<file path="config.mk">
export PLATFORM = sky130hd
export DESIGN_NAME = uart_tx_ctrl
export DESIGN_NICKNAME = d
export VERILOG_FILES = /design/src/rtl/uart_tx_ctrl.sv
export SDC_FILE = /design/constraint.sdc
export NUM_CORES = 1
export LEC_CHECK = 0
export CORE_MARGIN = 1
export CORE_UTILIZATION = 38
export DETAILED_ROUTE_END_ITERATION = 8
export GPL_TIMING_DRIVEN = 0
export PLACE_DENSITY = 0.68
export SETUP_SLACK_MARGIN = 0.05
export SYNTH_ARGS = -nofsm -noshare
export SYNTH_HDL_FRONTEND = slang
export SYNTH_SLANG_ARGS = --single-unit
export TNS_END_PERCENT = 30
</file>
<file path="constraint.sdc">
create_clock -name clk -period 2.8 [get_ports clk]
set_input_delay 0.56 -clock clk [delete_from_list [all_inputs] [get_ports clk]]
set_output_delay 0.56 -clock clk [all_outputs]
set_load 0.05 [all_outputs]
</file>
<file path="src/rtl/uart_tx_ctrl.sv">
// UART transmit controller: start bit, LSB-first payload, optional parity and 1..2 stop bits.
// Define UART_TX_PARITY_EN to add the parity_odd port and the PARITY state.
module uart_tx_ctrl #(
  parameter int DATA_BITS    = 8,
  parameter int CLKS_PER_BIT = 16,
  parameter int STOP_BITS    = 1
) (
  input  logic                 clk,
  input  logic                 Rst,
  input  logic                 start_trans,
  input  logic [DATA_BITS-1:0] tx_data,
`ifdef UART_TX_PARITY_EN
  input  logic                 parity_odd,
`endif
  output logic                 tx_out,
  output logic                 tx_state,
  output logic                 tx_ready,
  output logic                 byte_send
);

  typedef enum logic [2:0] {
    IDLE      = 3'd0,
    START_BIT = 3'd1,
    SEND_BIT  = 3'd2,
`ifdef UART_TX_PARITY_EN
    PARITY    = 3'd3,
`endif
    STOP      = 3'd4
  } state_t;

  localparam logic [15:0] BAUD_LAST = 16'(CLKS_PER_BIT - 1);
  localparam logic [3:0]  DATA_LAST = 4'(DATA_BITS - 1);
  localparam logic [3:0]  STOP_LAST = 4'(STOP_BITS - 1);

  state_t                 state_q, state_d;
  logic [15:0]            baud_q, baud_d;
  logic [3:0]             bit_q, bit_d;
  logic [DATA_BITS-1:0]   shreg_q, shreg_d;
  logic                   tx_out_q, tx_out_d;
  logic                   tx_state_q, tx_state_d;
  logic                   tx_ready_q, tx_ready_d;
  logic                   byte_send_q, byte_send_d;
`ifdef UART_TX_PARITY_EN
  logic                   par_q, par_d;
`endif

  always_comb begin
    state_d     = state_q;
    baud_d      = baud_q;
    bit_d       = bit_q;
    shreg_d     = shreg_q;
    byte_send_d = 1'b0;
`ifdef UART_TX_PARITY_EN
    par_d       = par_q;
`endif

    case (state_q)
      IDLE: begin
        if (start_trans) begin
          state_d = START_BIT;
          baud_d  = '0;
          bit_d   = '0;
          shreg_d = tx_data;
`ifdef UART_TX_PARITY_EN
          par_d   = (^tx_data) ^ parity_odd;
`endif
        end
      end
      START_BIT: begin
        if (baud_q == BAUD_LAST) begin
          baud_d  = '0;
          bit_d   = '0;
          state_d = SEND_BIT;
        end else begin
          baud_d = baud_q + 16'd1;
        end
      end
      SEND_BIT: begin
        if (baud_q == BAUD_LAST) begin
          baud_d  = '0;
          shreg_d = shreg_q >> 1;
          if (bit_q == DATA_LAST) begin
            bit_d = '0;
`ifdef UART_TX_PARITY_EN
            state_d = PARITY;
`else
            state_d = STOP;
`endif
          end else begin
            bit_d = bit_q + 4'd1;
          end
        end else begin
          baud_d = baud_q + 16'd1;
        end
      end
`ifdef UART_TX_PARITY_EN
      PARITY: begin
        if (baud_q == BAUD_LAST) begin
          baud_d  = '0;
          bit_d   = '0;
          state_d = STOP;
        end else begin
          baud_d = baud_q + 16'd1;
        end
      end
`endif
      STOP: begin
        // bit counter is reused to count stop bits
        if (baud_q == BAUD_LAST) begin
          baud_d = '0;
          if (bit_q == STOP_LAST) begin
            bit_d       = '0;
            state_d     = IDLE;
            byte_send_d = 1'b1;
          end else begin
            bit_d = bit_q + 4'd1;
          end
        end else begin
          baud_d = baud_q + 16'd1;
        end
      end
      default: begin
        state_d = IDLE;
        baud_d  = '0;
        bit_d   = '0;
      end
    endcase
  end

  // Outputs are decoded from the next state so the registered line matches the state it enters.
  always_comb begin
    tx_out_d   = 1'b1;
    tx_ready_d = (state_d == IDLE);
    tx_state_d = (state_d != IDLE);
    case (state_d)
      START_BIT: tx_out_d = 1'b0;
      SEND_BIT:  tx_out_d = shreg_d[0];
`ifdef UART_TX_PARITY_EN
      PARITY:    tx_out_d = par_d;
`endif
      default:   tx_out_d = 1'b1;
    endcase
  end

  always_ff @(posedge clk or posedge Rst) begin
    if (Rst) begin
      state_q     <= IDLE;
      baud_q      <= '0;
      bit_q       <= '0;
      shreg_q     <= '0;
      tx_out_q    <= 1'b1;
      tx_state_q  <= 1'b0;
      tx_ready_q  <= 1'b1;
      byte_send_q <= 1'b0;
`ifdef UART_TX_PARITY_EN
      par_q       <= 1'b0;
`endif
    end else begin
      state_q     <= state_d;
      baud_q      <= baud_d;
      bit_q       <= bit_d;
      shreg_q     <= shreg_d;
      tx_out_q    <= tx_out_d;
      tx_state_q  <= tx_state_d;
      tx_ready_q  <= tx_ready_d;
      byte_send_q <= byte_send_d;
`ifdef UART_TX_PARITY_EN
      par_q       <= par_d;
`endif
    end
  end

  assign tx_out    = tx_out_q;
  assign tx_state  = tx_state_q;
  assign tx_ready  = tx_ready_q;
  assign byte_send = byte_send_q;

endmodule

</file>
==> results of run 1 <==
## final timing paths
kind                       slack (ns)       start          to
min in group asynchronous        0.70         Rst   baud_q[5]
setup / recovery                 0.37   baud_q[4]    bit_q[0]
max in group asynchronous        1.64         Rst  baud_q[12]
hold reg to reg                  0.48  shreg_q[6]  shreg_q[6]
setup reg to reg                 0.37   baud_q[4]    bit_q[0]
hold / removal                   0.48  shreg_q[6]  shreg_q[6]
## metrics by stage
stage / hold WS, ns / util [%]
final: 0.484 / 47.7
after floorplan: 0.446 / -
after global placement: 0.461 / 44.9
after CTS: 0.484 / 47.2
after detailed placement: 0.468 / 44.9
after global routing: 0.503 / 47.7
## cell usage after synthesis, types with 2 or more instances
master    count
dfrtp_1      33
nand2_1      24
nor2_1       20
xnor2_1       8
inv_1         7
xor2_1        7
a21oi_1       6
a22oi_1       6
clkbuf_1      6
nand4_1       5
nand3_1       4
nor3_1        4
ha_1          3
nand3b_1      3
nor4_1        3
or4_1         3
a41o_1        2
and2_1        2
buf_2         2
dfstp_2       2
nand2b_1      2
nor3b_1       2
o21ai_0       2
o31ai_1       2
or3_1         2
or3b_2        2
## state kept, by name, summed over array words and instances, names as in the netlist
register   cells
baud_q        16
tx_ready       1
shreg_q        8
tx_out         1
byte_send      1
bit_q          4
state_q        3
tx_state       1
## cells in the final DEF, fill, tap and decap left out, types with 3 or more instances in the layout
cell type	instances
clkdlybuf4s50_1	14
xnor2_1	8
nand3_1	4
inv_1	6
dfrtp_1	33
or4_1	3
nor3_1	4
a21oi_1	6
nand3b_1	3
nor4_1	3
nor2_1	20
ha_1	3
clkbuf_8	7
a22oi_1	6
nand4_1	5
nand2_1	24
clkbuf_1	7
buf_4	3
xor2_1	7
## tightest hold or removal path, stage by stage (launching register included)
cell	delay (ns)
dfrtp_1	0.34
nand2_1	0.05
nand2_1	0.06
## logic make-up after synthesis
logic type | after synthesis | synth area share, %
simple gates | 87 | 27.0
flops | 35 | 49.4
compound gates | 24 | 9.51
xor+xnor | 15 | 7.39
buf+inv | 15 | 3.31
fa+ha+maj | 3 | 2.11
mux | 2 | 1.20
## timing repair
action	4_1_cts	5_1_grt
endpoints found under the setup margin	0	10
gates resized for setup	0	0
setup buffers	0	3
## where the power goes
group          internal, mW  leakage [nW]  switching (mW)
logic                 0.213         0.399           0.337
clock network         0.224        0.0515           0.179
registers             0.636         0.455          0.0727
## per-layer routing
layer	track usage (%)	wire, um	vias to the layer above	share of wire (%)
li1	-	-	686	-
met1	19.3	1620	643	50
met5	0	0	-	0
met4	7.33	68	0	2.1
met2	22.4	1430	21	44
met3	4.91	137	8	4.2
## final cells by class
type / count / area [um2]
fill: 424 / 2310
sequential: 35 / 878
multi-input combinational: 131 / 840
timing repair buffer: 17 / 163
clock buffer: 8 / 100
tap: 52 / 65.1
buffer: 8 / 32.5
inverter: 7 / 26.3
==> metrics, run 1 <==
Antenna Cells 0; Die H 70.4 um; unrepaired setup endpoints after global routing no; H-Tree Depth 2; largest net degree at the start of global routing 36; CTS max path bufs 2; Clock Pin Slew Worst Setup and Hold Paths 0.07 ns; pre-CTS setup slack 0.184 ns; P_leak 0.905 nW; Crit Path Class flop to flop; Final Power 1.66 mW; Mapped Nets 195; slew margin rel. 53.1%; Slowest cell on crit path or4_1; Die ar. 4950 um2; DR iter-0 viols 56; crit start category flop; core area 4410 um2; Worst Max-Slew Pin Slew 0.703 ns; input/output buffers 14; CTS sink cnt 35; Setup Skew 0.00611 ns; CP max FO 8; Starting Density 40.2%; gr usage total 15.0%; cells along the critical path or4_1 > nor4_4 > buf_4 > nor2_2 > nor3_4 > mux2_2; synthesis warning total 0; PwrDens 789 nW/um2; initial antenna violation count 0; Synth area leaders dfrtp_1 (46%), nand2_1 (5.1%), nor2_1 (4.2%); Synth async-reset ratio 100%; syn avg cell area 9.82 um2; sequential area share after synthesis 49.4%; CP arrival 2.61 ns; CTS Root Cell clkbuf_8; synthesized instance count 181; Setup crit end kind flop; FP Rows 24; GRT overflow 0; via density per instance 5.26; max_cap viols 0; drt pass-1 iters 4; Non-Filler Instances 258; status complete, no violations; first-pass GRT wire length 5740 um; # IOs 15; # setup viols final 0; Hold Path Stages 2; die width 70.4 um; CTS buffer count 5; post-layout instance area 2100 um2; biggest area consumer among synthesized cells dfrtp_1; final net count 219; Worst Path Buf+Inv 1; worst hold path type flop to flop; Final TNS setup 0 ns; IR drop worst, VDD 513 uV; detailed-route wire length 3260 um; number of global-route vias before repair 1286; #FFs+latches synth 35; most used flip-flop cell after synthesis dfrtp_1; via count 1358; fin crit share 86.9%; top-area cell type share of the netlist area 46.5%; Req. time, crit path 2.97 ns; final hold violations 0; EDFF count, synth 0; Final WS setup 0.366 ns; fmax 411 MHz; crit-path leading delay family simple AND/OR/NAND/NOR gates; crit path time final 2.43 ns; Reg2Reg Depth 6; post-synth cell types 45; DP HPWL 2230 um; slowest stage delay, CP 0.59 ns; Clk Latency, worst-skew pair 0.29 ns; Mapped Area 1780 um2; GPL Wtd Cong 0.773; Wirelength per Cell 12.6 um; post-route ant nets 0; placed instance area 1980 um2; Final Max Tran Viols 0; Remaining DRCs 0; area grow syn2layout 18.5%; Placed Cells 247; stages on the worst setup path 6; ratio of cells with drive above 1 in the final layout 11.2%; hold bufs inserted after CTS 0; CTS tree done
No activity file was read; power rests on OpenSTA's default activity.
==> run 2: changes to the inputs <==
Settings changed: CORE_MARGIN 1 to 2, CORE_UTILIZATION 38 to 57, PLACE_DENSITY 0.68 to 0.91.
==> metrics, run 2 (synthesis results as in run 1) <==
status complete, no violations; final net count 219; CTS buffer count 5; Placed Cells 228; IR drop worst, VDD 535 uV; sw power 585 uW; detailed-route wire length 3400 um; Non-Filler Instances 239; Worst Max-Slew Pin Slew 0.709 ns; DR iter-0 viols 62; Clk Latency, worst-skew pair 0.34 ns; hold bufs inserted after CTS 0; H-Tree Depth 2; DP HPWL 2430 um; placed instance area 1960 um2; # IOs 15; Setup Skew 0.0114 ns; post-route ant nets 0; drt pass-1 iters 4; # setup viols final 0; Crit Path Class flop to flop; CP max FO 10; Die ar. 3580 um2; CTS tree done; gr usage total 22.0%; sw frac 38.3%; internal power 944 uW; FF-to-FF Start baud_q[12]; crit path time final 2.44 ns; area grow syn2layout 14.3%; core area 3000 um2; CTS max path bufs 2; Final Max Tran Viols 0; Hold Path Stages 2; # fillers 245; FP Rows 20; CP Launch Point baud_q[12]; Gate power share 36.2%; via count 1412; CP arrival 2.67 ns; Starting Density 59.2%; max_cap viols 0; postcts setup bufs 0; Hold Slack 0.503 ns; worst hold path type flop to flop; CTS Root Cell clkbuf_4; footprint of the multi-input gates 840 um2; initial antenna violation count 0; Setup crit end kind flop; Slowest cell on crit path or4_1; post-layout instance area 2030 um2; Final TNS setup 0 ns; GPL Wtd Cong 0.834; R2R Setup Slk 0.36 ns; min-delay src shreg_q[5]; Flop pwr share 46.8%; most frequent cells in the layout dfrtp_1 (33), nand2_1 (24), nor2_1 (20); unrepaired setup endpoints after global routing no; first-pass GRT wire length 5830 um; cells along the critical path or4_1 > nor4_4 > buf_4 > nor2_2 > nor3_4 > buf_2 > nor2_1; die width 59.8 um; slew margin rel. 52.7%; clock network power share 17.0%; final hold violations 0; largest net degree at the start of global routing 36; biggest regs baud_q x16, shreg_q x8, bit_q x4; Wirelength per Cell 14.2 um; commonest non-fill, non-tap cell in the layout dfrtp_1; Req. time, crit path 3.03 ns; fmax 410 MHz; ratio of cells with drive above 1 in the final layout 10.7%; Die H 59.8 um; PwrDens 753 nW/um2; GRT overflow 0; max reg flops 16; Hold Path Sink shreg_q[5]; Clock Pin Slew Worst Setup and Hold Paths 0.10 ns; via density per instance 5.91; number of global-route vias before repair 1335; Reg2Reg Depth 7; fin crit share 87.1%; Seq. cell area 878 um2; cts repair resizes 0; P_leak 0.883 nW; Biggest register baud_q; Remaining DRCs 0; slowest stage delay, CP 0.59 ns; CTS sink cnt 35; Antenna Cells 0; crit start category flop; final core occ 67.6%; input/output buffers 14; R2R Path End baud_q[6]
==> run 2: cell count changes in the layout (fill, tap and decap cells not counted), sizes merged <==
cell | before | now
clkbuf | 14 | 13
clkinv | 0 | 1
==> run 2: critical path: cells and delay by family (launching register included) <==
| family | cells | cell delay, ns |
|---|---|---|
| AND/OR/NAND/NOR | 5 | 1.40 |
| buffers and inverters | 2 | 0.50 |
| flip-flops | 1 | 0.42 |
==> run 2: area by class of cell <==
| type | instances | share of cell area, % |
|---|---|---|
| Timing Repair Buffer | 17 | 8.01 |
| Multi-Input combinational cell | 131 | 41.3 |
| Tap cell | 33 | 2.03 |
| Sequential cell | 35 | 43.3 |
| Buffer | 8 | 1.60 |
| Clock buffer | 7 | 2.22 |
| Clock inverter | 1 | 0.246 |
| Inverter | 7 | 1.29 |
==> run 2: power by group through the flow <==
stage / clock [mW] / combinational (mW) / sequential (mW)
6_report: 0.260 / 0.554 / 0.716
5_1_grt: 0.295 / 0.612 / 0.727
4_1_cts: 0.271 / 0.554 / 0.714
3_5_place_dp: 0 / 0.550 / 0.722
3_3_place_gp: 0 / 0.530 / 0.717
2_1_floorplan: 0 / 0.337 / 0.783
==> run 2: through the flow <==
stage               setup WS [ns]  power (mW)
floorplan                   0.498        1.12
global placement            0.246        1.25
detailed placement          0.185        1.27
CTS                         0.172        1.54
global route                0.238        1.63
finish                      0.362        1.53
==> run 2: routing by layer <==
layer | wire, um | up-vias | track usage [%]
li1 | - | 683 | -
met1 | 1530 | 692 | 26.8
met2 | 1680 | 30 | 36.8
met3 | 142 | 7 | 6.49
met4 | 50 | 0 | 8.25
met5 | 0 | - | 0
==> run 2: worst max path at each step <==
| stage | endpoint | slack [ns] |
|---|---|---|
| 5_1_grt | baud_q[5] | 0.24 |
| 4_1_cts | baud_q[6] | 0.17 |
| 2_1_floorplan | bit_q[0] | 0.50 |
| 3_5_place_dp | bit_q[0] | 0.19 |
| 3_3_place_gp | bit_q[0] | 0.25 |
| 6_report | baud_q[6] | 0.36 |
==> run 3: changes to the inputs <==
Settings changed: SLEW_MARGIN from default to 20.
==> metrics, run 3 (synthesis results as in run 1) <==
initial antenna violation count 0; hold bufs inserted after CTS 0; final net count 219; met2 usage 36.2%; core area 3000 um2; PwrDens 754 nW/um2; max reg flops 16; P_leak 0.883 nW; commonest non-fill, non-tap cell in the layout dfrtp_1; met3 Usage GRT 6.71%; met1 global-route usage 27.5%; final core occ 67.6%; Clk Latency, worst-skew pair 0.34 ns; postcts setup bufs 0; via count 1399; CTS buffer count 5; biggest regs baud_q x16, shreg_q x8, bit_q x4; global route hottest layer met2; Crit Path Class flop to flop; Setup crit end kind flop; cts repair resizes 0; crit start category flop; most frequent cells in the layout dfrtp_1 (33), nand2_1 (24), nor2_1 (20); post-route ant nets 0; CP max FO 8; Slowest cell on crit path or4_1; Final Max Tran Viols 0; Antenna Cells 0; Starting Density 59.2%; status complete, no violations; Remaining DRCs 0; # IOs 15; number of global-route vias before repair 1319; min-delay src shreg_q[5]; input/output buffers 14; die width 59.8 um; Biggest register baud_q; crit path time final 2.43 ns; # setup viols final 0; gr usage total 22.0%; Final TNS setup 0 ns; R2R Path End bit_q[0]; DR iter-0 viols 67; Reg2Reg Depth 6; IR drop worst, VDD 549 uV; ratio of cells with drive above 1 in the final layout 10.7%; first-pass GRT wire length 5810 um; Hold Path Stages 2; fmax 412 MHz; FP Rows 20; Hold Path Sink shreg_q[5]; DP HPWL 2420 um; # fillers 241; fin crit share 86.7%; Final Power 1.53 mW; CTS sink cnt 35; R2R Setup Slk 0.37 ns; final hold violations 0; Wirelength per Cell 14.2 um; area grow syn2layout 14.3%; CTS tree done; H-Tree Depth 2; detailed-route wire length 3390 um; slew margin rel. 53.3%; largest net degree at the start of global routing 36; FF-to-FF Start baud_q[12]; unrepaired setup endpoints after global routing no; CTS max path bufs 2; drt pass-1 iters 4; max_cap viols 0; slowest stage delay, CP 0.60 ns; Req. time, crit path 3.03 ns; Clock Pin Slew Worst Setup and Hold Paths 0.11 ns; via density per instance 5.85; worst hold path type flop to flop; cells along the critical path or4_1 > nor4_4 > buf_4 > nor2_2 > nor3_4 > mux2_2; Setup Skew 0.0141 ns; Die H 59.8 um; CTS Root Cell clkbuf_4; GRT overflow 0; CP arrival 2.66 ns; GPL Wtd Cong 0.834; Worst Max-Slew Pin Slew 0.699 ns; Die ar. 3580 um2
==> run 3: cell counts in the layout (fill, tap and decap cells not counted) <==
Identical to the previous run, type by type.
==> run 3: how the worst max path moves through the flow <==
stage | from | to | slack, ns | depth (start not counted)
3_5_place_dp | baud_q[6] | bit_q[0] | 0.20 | 5
4_1_cts | baud_q[6] | bit_q[0] | 0.18 | 5
3_3_place_gp | baud_q[6] | bit_q[0] | 0.25 | 5
5_1_grt | baud_q[12] | baud_q[7] | 0.24 | 7
6_report | baud_q[12] | bit_q[0] | 0.37 | 6
2_1_floorplan | baud_q[6] | bit_q[0] | 0.50 | 5
==> run 3: final cells by class <==
type                            count  area [um2]  area share (%)
Sequential cell                    35         878            43.3
Multi-Input combinational cell    131         840            41.3
Timing Repair Buffer               17         163            8.01
Clock buffer                        7        45.0            2.22
Tap cell                           33        41.3            2.03
Buffer                              8        32.5            1.60
Inverter                            7        26.3            1.29
Clock inverter                      1        5.00           0.246
==> run 3: routing by layer <==
layer	vias up	part of all wire [%]	routed length, um
met5	-	0	0
met4	0	1.4	49
met3	7	4.8	161
met2	33	49	1650
met1	677	45	1520
li1	682	-	-
==> run 3: where the power goes <==
group | switching, mW | total, mW | internal, mW
clock network | 0.166 | 0.263 | 0.0978
logic | 0.339 | 0.551 | 0.212
registers | 0.0816 | 0.716 | 0.635
==> run 3: stage by stage <==
step | worst slack [ns] | std cells | area, um2 | hold slack, ns
finish | 0.372 | 239 | 2030 | 0.502
detailed placement | 0.195 | 228 | 1960 | 0.465
CTS | 0.177 | 236 | 2010 | 0.502
floorplan | 0.498 | 181 | 1780 | 0.446
global route | 0.241 | 239 | 2030 | 0.522
global placement | 0.246 | 228 | 1960 | 0.459
==> run 3: critical path, delay by kind of cell (launching register included) <==
family                 cells  cell delay (ns)
DFF                        1             0.42
and+or+nand+nor            4             1.32
buffers and inverters      1             0.20
muxes                      1             0.38
